===== src/rtl/regfile_2r1w.sv =====
// regfile_2r1w: DEPTH x WIDTH register file with one write port, two registered read
// ports, write-first bypass, optional hardwired-zero entry 0 and a sequenced clear sweep.
//
// state | meaning
// IDLE  | normal operation, writes accepted, clr starts a sweep
// CLEAR | zeroing entry cnt each cycle, writes and clr ignored, reads still served
module regfile_2r1w #(
    parameter int WIDTH    = 8,
    parameter int DEPTH    = 8,
    parameter bit ZERO_REG = 1'b0,
    localparam int AW      = $clog2(DEPTH)
) (
    input  logic             clk,
    input  logic             rst,
    input  logic             wen,
    input  logic [AW-1:0]    waddr,
    input  logic [WIDTH-1:0] wdata,
    input  logic             ren0,
    input  logic [AW-1:0]    raddr0,
    output logic [WIDTH-1:0] rdata0,
    input  logic             ren1,
    input  logic [AW-1:0]    raddr1,
    output logic [WIDTH-1:0] rdata1,
    input  logic             clr,
    output logic             busy
);

    typedef enum logic {IDLE, CLEAR} state_t;

    // One extra bit so the range check stays meaningful when DEPTH is a power of two.
    localparam logic [AW:0]   DEPTH_X = (AW+1)'(DEPTH);
    localparam logic [AW-1:0] LAST    = AW'(DEPTH - 1);

    state_t           state;
    logic [AW-1:0]    cnt;
    logic [WIDTH-1:0] mem [DEPTH];
    logic             wr_ok;
    logic [WIDTH-1:0] rd_next0;
    logic [WIDTH-1:0] rd_next1;

    assign wr_ok = (state == IDLE) && !clr && wen &&
                   ({1'b0, waddr} < DEPTH_X) && !(ZERO_REG && (waddr == '0));

    // Write-first: an accepted write or the sweep clear wins over the stored value.
    always_comb begin
        rd_next0 = '0;
        if (({1'b0, raddr0} < DEPTH_X) && !(ZERO_REG && (raddr0 == '0))) begin
            if (wr_ok && (waddr == raddr0))
                rd_next0 = wdata;
            else if ((state == CLEAR) && (cnt == raddr0))
                rd_next0 = '0;
            else
                rd_next0 = mem[raddr0];
        end
    end

    always_comb begin
        rd_next1 = '0;
        if (({1'b0, raddr1} < DEPTH_X) && !(ZERO_REG && (raddr1 == '0))) begin
            if (wr_ok && (waddr == raddr1))
                rd_next1 = wdata;
            else if ((state == CLEAR) && (cnt == raddr1))
                rd_next1 = '0;
            else
                rd_next1 = mem[raddr1];
        end
    end

    always_ff @(posedge clk) begin
        if (rst) begin
            state  <= IDLE;
            cnt    <= '0;
            busy   <= 1'b0;
            rdata0 <= '0;
            rdata1 <= '0;
            for (int i = 0; i < DEPTH; i++) mem[i] <= '0;
        end else begin
            if (ren0) rdata0 <= rd_next0;
            if (ren1) rdata1 <= rd_next1;
            if (wr_ok) mem[waddr] <= wdata;
            case (state)
                IDLE: begin
                    if (clr) begin
                        state <= CLEAR;
                        cnt   <= '0;
                        busy  <= 1'b1;
                    end
                end
                CLEAR: begin
                    mem[cnt] <= '0;
                    if (cnt == LAST) begin
                        state <= IDLE;
                        busy  <= 1'b0;
                    end else begin
                        cnt <= cnt + AW'(1);
                    end
                end
                default: state <= IDLE;
            endcase
        end
    end

endmodule


===== config.mk =====
export PLATFORM = sky130hd
export DESIGN_NAME = regfile_2r1w
export DESIGN_NICKNAME = d
export VERILOG_FILES = /design/src/rtl/regfile_2r1w.sv
export SDC_FILE = /design/constraint.sdc
export NUM_CORES = 1
export LEC_CHECK = 0
export CAP_MARGIN = 25
export CORE_MARGIN = 2
export CORE_UTILIZATION = 50
export DETAILED_ROUTE_END_ITERATION = 16
export PLACE_DENSITY = 0.76
export SYNTH_ARGS = -nofsm -noshare
export SYNTH_HDL_FRONTEND = slang
export SYNTH_SLANG_ARGS = --single-unit

===== constraint.sdc =====
create_clock -name clk -period 2.1 [get_ports clk]
set_input_delay 0.21 -clock clk [delete_from_list [all_inputs] [get_ports clk]]
set_output_delay 0.21 -clock clk [all_outputs]
set_load 0.02 [all_outputs]

==> results of run 1 <==
-- metal layers --
metal,vias to the layer above,global-route usage (%)
li1,1547,-
met2,170,42.0
met4,0,9.48
met1,1739,32.8
met5,-,0
met3,25,5.13
-- through the flow --
stage	TNS (ns)	power [mW]	cells	utilization, %	cell area, sq um
2_1_floorplan	0	2.34	369	-	4530
3_3_place_gp	-13.53	2.64	542	62.5	5480
3_5_place_dp	-22.33	2.67	542	62.5	5480
4_1_cts	0	3.85	558	64.9	5690
5_1_grt	0	3.99	558	65.4	5730
6_report	0	3.87	558	65.4	5730
-- timing repair --
| action | CTS | global route |
|---|---|---|
| endpoints found under the setup margin | 13 | 9 |
| pin swaps | 0 | 1 |
| gates resized for setup | 3 | 13 |
-- logic make-up (layout without fill, tap and decap cells) --
family / after synthesis / count (layout) / synth area share, %
AND/OR/NAND/NOR: 156 / 156 / 16.5
AO/OA/AOI/OAI: 43 / 43 / 7.52
flip-flops: 85 / 85 / 51.7
XOR/XNOR: 6 / 6 / 1.16
buffers and inverters: 30 / 111 / 2.79
multiplexers: 47 / 47 / 19.8
adder cells (fa/ha/maj): 2 / 2 / 0.553
-- power groups by stage --
stage / Sequential (mW) / Clock, mW / Combinational, mW
after floorplan: 1.99 / 0 / 0.357
after global placement: 1.97 / 0 / 0.676
after detailed placement: 1.98 / 0 / 0.693
after CTS: 1.94 / 1.21 / 0.699
after global routing: 1.95 / 1.28 / 0.758
final: 1.94 / 1.22 / 0.713
-- worst max-delay path, cell delays in order --
cell,delay (ns)
clkdlybuf4s50_1,0.50
nand2b_4,0.19
mux2i_4,0.25
xnor2_1,0.09
or4_4,0.51
mux2_4,0.33
a211oi_2,0.22
-- cells in the mapped netlist, types with 2 or more instances --
cell type | instances | share of area, %
a211oi_1 | 2 | 0.33
a211oi_2 | 2 | 0.55
a21oi_1 | 6 | 0.66
a221oi_1 | 2 | 0.39
a22oi_1 | 5 | 0.83
a311oi_1 | 2 | 0.39
buf_1 | 3 | 0.25
buf_2 | 5 | 0.55
clkbuf_1 | 15 | 1.2
dfxtp_1 | 21 | 9.3
edfxtp_1 | 64 | 42
ha_1 | 2 | 0.55
inv_1 | 6 | 0.50
mux2_2 | 2 | 0.50
mux2_4 | 2 | 0.66
mux2i_1 | 10 | 2.2
mux4_2 | 32 | 16
nand2_1 | 21 | 1.7
nand2b_1 | 20 | 2.8
nand3_1 | 2 | 0.22
nor2_1 | 86 | 7.1
nor2b_1 | 4 | 0.55
nor3_1 | 2 | 0.22
nor4_1 | 4 | 0.55
o2111ai_1 | 6 | 1.2
o311ai_0 | 10 | 1.9
o31ai_1 | 3 | 0.50
or2_2 | 2 | 0.28
or3b_2 | 10 | 1.9
or4b_2 | 2 | 0.44
xnor2_1 | 6 | 1.2
-- layout make-up --
type                       instances  share of cell area [%]
multi-input combinational        254                    36.6
clock buffer                       9                    2.16
inverter                           6                   0.393
timing repair buffer              89                    16.1
clock inverter                     7                    1.44
sequential                        85                    40.9
tap                              108                    2.36
-- registers in the layout, indices dropped and copies added (netlist names) --
| name | flops |
|---|---|
| mem | 64 |
| rdata0 | 8 |
| rdata1 | 8 |
| cnt | 3 |
| busy | 1 |
| state | 1 |
-- worst paths after layout --
kind | endpoint | slack (ns) | startpoint
worst max-delay path | rdata0[6]$_SDFFE_PP0P_ | 0.08 | rst
worst max register to register | rdata0[6]$_SDFFE_PP0P_ | 0.08 | state$_SDFF_PP0_
worst min-delay path | rdata0[4]$_SDFFE_PP0P_ | 0.51 | rdata0[4]$_SDFFE_PP0P_
worst min register to register | rdata0[4]$_SDFFE_PP0P_ | 0.51 | rdata0[4]$_SDFFE_PP0P_
==> flow_summary_export.csv, run 1 <==
group,metric,value,unit
sta,fmax,495,MHz
finish,nets,470,
clocking,cts.clk_slew.worst_paths,0.09,ns
clocking,htreeDepth,3,
detailed_routing,dr_wl_met2,5.94,mm
power_and_ir_drop,p_sw,1.05,mW
die,coreArea,8760,sq um
finish,area_growth,26.5,%
sta,worst_pin_slew,0.486,ns
detailed_routing,remaining_drc_errors,0,
placement,gp_congestion,0.900,
flow_run,cap_viol_max_count,0,
detailed_routing,drtPass1Iterations,5,
sta,finalHoldViolations,0,
sta,rsz0062_at_grt,"false",
clocking,clkLatencyLatePin,0.36,ns
die,start_util,51.7,%
power_and_ir_drop,pwr-share-seq,50.2,%
clocking,cts_made_buffers,9,
outcome,status,"completed",
detailed_routing,initialDrtViolationCount,348,
finish,mostFrequentLayoutCell,"nor2_1",
grt,grt_pass1_vias,3591,
sta,drv_slew,0,
finish,ff_latch_area,2350,sq um
synthesis,synth_cells,369,
sta,skew,0.0113,ns
synthesis,synth_warnings,0,
synthesis,yosysSeqAreaShare,51.7,%
synthesis,syn_nets,394,
worst_setup_path,critPathArrivalTime,2.31,ns
die,die_w,99.2,microns
power_and_ir_drop,switching_share,27.0,%
sta,setup_slack,0.0780,ns
placement,port_buffers,39,
finish,fill_cells,646,
detailed_routing,post_drt_wl_per_cell,21.3,microns
worst_setup_path,r2r_cells,6,
sta,finalSetupViolCount,0,
clocking,cts-root-buf,"clkbuf_8",
detailed_routing,drtAntennaViolNets,0,
detailed_routing,wl_met3,891,microns
grt,grt_pass1_wl,18.9,mm
detailed_routing,routed_wl,11.9,mm
clocking,clk_path_buf_depth,2,
finish,multiInputGateArea,2100,sq um
synthesis,synth_flop_cell,"edfxtp_1",
power_and_ir_drop,power_frac_comb,18.4,%
sta,fin_crit,2.02,ns
die,die_h,99.2,microns
power_and_ir_drop,power.density,675,nW/um^2
grt,grt_max_degree,27,
finish,diodes,0,
placement,hpwl,8.81,mm
detailed_routing,highest_layer,"met4",
grt,grt_overflow,0,
min_path,holdPathStages,2,
placement,pre_cts_ws,-0.420,ns
synthesis,ys_types,41,
synthesis,synth_area_per_cell,12.3,sq um
synthesis,synthesis.area,4530,sq um
die,rows,34,
power_and_ir_drop,p_leak,2.09,nW
grt,antenna_found_initial,0,
grt,gr-usage-all-layers,25.2,%
clocking,cts_hold_buf,0,
sta,maxSlewHeadroom,67.5,%
min_path,min_path_type,"reg -> reg",
clocking,post_cts_buffers,0,
detailed_routing,vias,3481,
synthesis,async_flop_share,0,%
clocking,cts_tree,"done",
synthesis,ys_ff_latch,85,
die,die_area,9830,sq um
worst_setup_path,crit_required,2.38,ns
worst_setup_path,endpoint_kind,"flop",
detailed_routing,wl_met1,4.83,mm
worst_setup_path,path_max_fanout,9,
sta,period_share,96.3,%
die,ios,40,
finish,final_cell_mix,"nor2_1 (86), edfxtp_1 (64), clkdlybuf4s50_1 (39)",
power_and_ir_drop,ir_drop,0.000320,V
power_and_ir_drop,power.internal,2.82,mW
finish,drive_gt1_share,28.9,%
power_and_ir_drop,clockPowerShare,31.4,%
worst_setup_path,crit_type,"in -> reg",
sta,hold_slack,0.505,ns
clocking,cts_sinks,85,
worst_setup_path,start_kind,"input port",
synthesis,synth_edf_count,64,
detailed_routing,via_per_inst,6.24,
(Power assumes the default switching activity.)
==> run 2: changes to the inputs <==
Settings changed: MAX_ROUTING_LAYER set to met4.
==> flow_summary_export.csv, run 2 (synthesis results as in run 1) <==
group,metric,value,unit
worst_setup_path,start_kind,"input port",
sta,fmax,488,MHz
sta,finalHoldViolations,0,
finish,area_growth,26.0,%
min_path,whs_endpoint,"rdata1[0]$_SDFFE_PP0P_",
sta,worst_pin_slew,0.474,ns
finish,design_area,5710,sq um
sta,maxSlewHeadroom,68.3,%
detailed_routing,via_per_inst,6.27,
worst_setup_path,critPathArrivalTime,2.31,ns
die,ios,40,
sta,hold_slack,0.512,ns
clocking,cts_tree,"done",
grt,grt_pass1_wl,18.5,mm
die,start_util,51.7,%
clocking,clk_path_buf_depth,2,
finish,largest_reg_flops,64,
min_path,holdPathStages,3,
min_path,min_path_type,"in -> reg",
worst_setup_path,regToRegSetupSlack,0.06,ns
die,rows,34,
finish,fill_cells,649,
worst_setup_path,crit_required,2.36,ns
clocking,cts.clk_slew.worst_paths,0.10,ns
detailed_routing,remaining_drc_errors,0,
grt,grt_pass1_vias,3513,
placement,port_buffers,39,
grt,gr-usage-all-layers,25.7,%
grt,antenna_found_initial,0,
outcome,status,"completed",
finish,diodes,0,
sta,period_share,97.5,%
worst_setup_path,endpoint_kind,"flop",
detailed_routing,initialDrtViolationCount,310,
sta,finalSetupViolCount,0,
clocking,cts_made_buffers,9,
power_and_ir_drop,p_leak,2.08,nW
finish,drive_gt1_share,28.4,%
grt,grt_overflow,0,
detailed_routing,drtAntennaViolNets,0,
placement,detailed_place.area,5480,sq um
finish,mostFrequentLayoutCell,"nor2_1",
finish,largest-register,"mem",
min_path,hold_start,"wdata[0]",
die,die_area,9830,sq um
clocking,cts-root-buf,"clkbuf_8",
power_and_ir_drop,p_total,3.82,mW
worst_setup_path,crit_type,"in -> reg",
detailed_routing,vias,3497,
sta,rsz0062_at_grt,"true",
worst_setup_path,r2r-end,"rdata0[4]$_SDFFE_PP0P_",
detailed_routing,routed_wl,11.7,mm
finish,nets,470,
detailed_routing,drtPass1Iterations,5,
power_and_ir_drop,ir_drop,0.000418,V
clocking,clkLatencyLatePin,0.38,ns
die,coreArea,8760,sq um
sta,fin_crit,2.05,ns
worst_setup_path,r2r_cells,6,
detailed_routing,post_drt_wl_per_cell,21.0,microns
die,die_w,99.2,microns
finish,finish.utilization,65.1,%
worst_setup_path,path_max_fanout,14,
power_and_ir_drop,power.density,670,nW/um^2
sta,skew,0.0124,ns
clocking,htreeDepth,3,
placement,hpwl,8.69,mm
sta,drv_slew,0,
clocking,cts_sinks,85,
finish,top_regs,"mem: 64 flops, rdata0: 8 flops, rdata1: 8 flops",
finish,final_cell_mix,"nor2_1 (86), edfxtp_1 (64), clkdlybuf4s50_1 (39)",
die,die_h,99.2,microns
placement,gp_congestion,0.917,
flow_run,cap_viol_max_count,0,
worst_setup_path,rr_startpoint,"state$_SDFF_PP0_",
grt,grt_max_degree,27,
[run 2: critical path, cell delays in order]
cell and delay (ns):
clkdlybuf4s50_1 0.48, buf_4 0.19, nor2b_2 0.07, a221oi_1 0.23, o22ai_1 0.20, or4b_2 0.69
a21oi_2 0.17, nor4_1 0.07
[run 2: timing repair]
item,4_1_cts,5_1_grt
resized for setup,6,8
hold buffers,0,0
buffers inserted,0,0
endpoints found under the setup margin,13,8
[run 2: through the flow]
step                      TNS [ns]  setup WS, ns  cells
final                            0        0.0525    558
after detailed placement    -23.15        -0.455    542
after CTS                        0        0.0253    558
after global routing       -0.0384       -0.0237    558
after floorplan                  0        0.0355    369
after global placement      -13.55        -0.323    542
[run 2: cell type report]
class                      instances  area [sq um]  area share [%]
sequential                        85          2350            41.2
multi-input combinational        254          2090            36.5
timing repair buffer              89           916            16.0
tap                              108           135            2.37
clock buffer                       9           124            2.17
clock inverter                     7          75.1            1.32
inverter                           6          22.5           0.395
[run 2: report_power, final]
group          internal [mW]  switching (mW)  leakage (nW)
clock                  0.471           0.703        0.0985
sequential              1.89          0.0495         0.839
combinational          0.363           0.346          1.14
[run 2: worst max-delay path by stage]
stage	start	to	slack, ns	cells after the start
4_1_cts	state$_SDFF_PP0_	rdata1[3]$_SDFFE_PP0P_	0.03	7
2_1_floorplan	state$_SDFF_PP0_	rdata1[0]$_SDFFE_PP0P_	0.04	7
6_report	rst	rdata1[3]$_SDFFE_PP0P_	0.05	8
5_1_grt	cnt[0]$_SDFFE_PP0P_	rdata1[3]$_SDFFE_PP0P_	-0.02	6
3_5_place_dp	rst	rdata0[4]$_SDFFE_PP0P_	-0.45	7
3_3_place_gp	rst	rdata0[5]$_SDFFE_PP0P_	-0.32	7
[run 2: routing by layer]
metal  up-vias  global-route usage (%)  share of wire, %
met4         0                    7.90               1.5
met2       197                    41.8                51
met3        19                    7.03               9.7
met5         -                       -                 0
met1      1738                    31.8                38
li1       1543                       -                 -
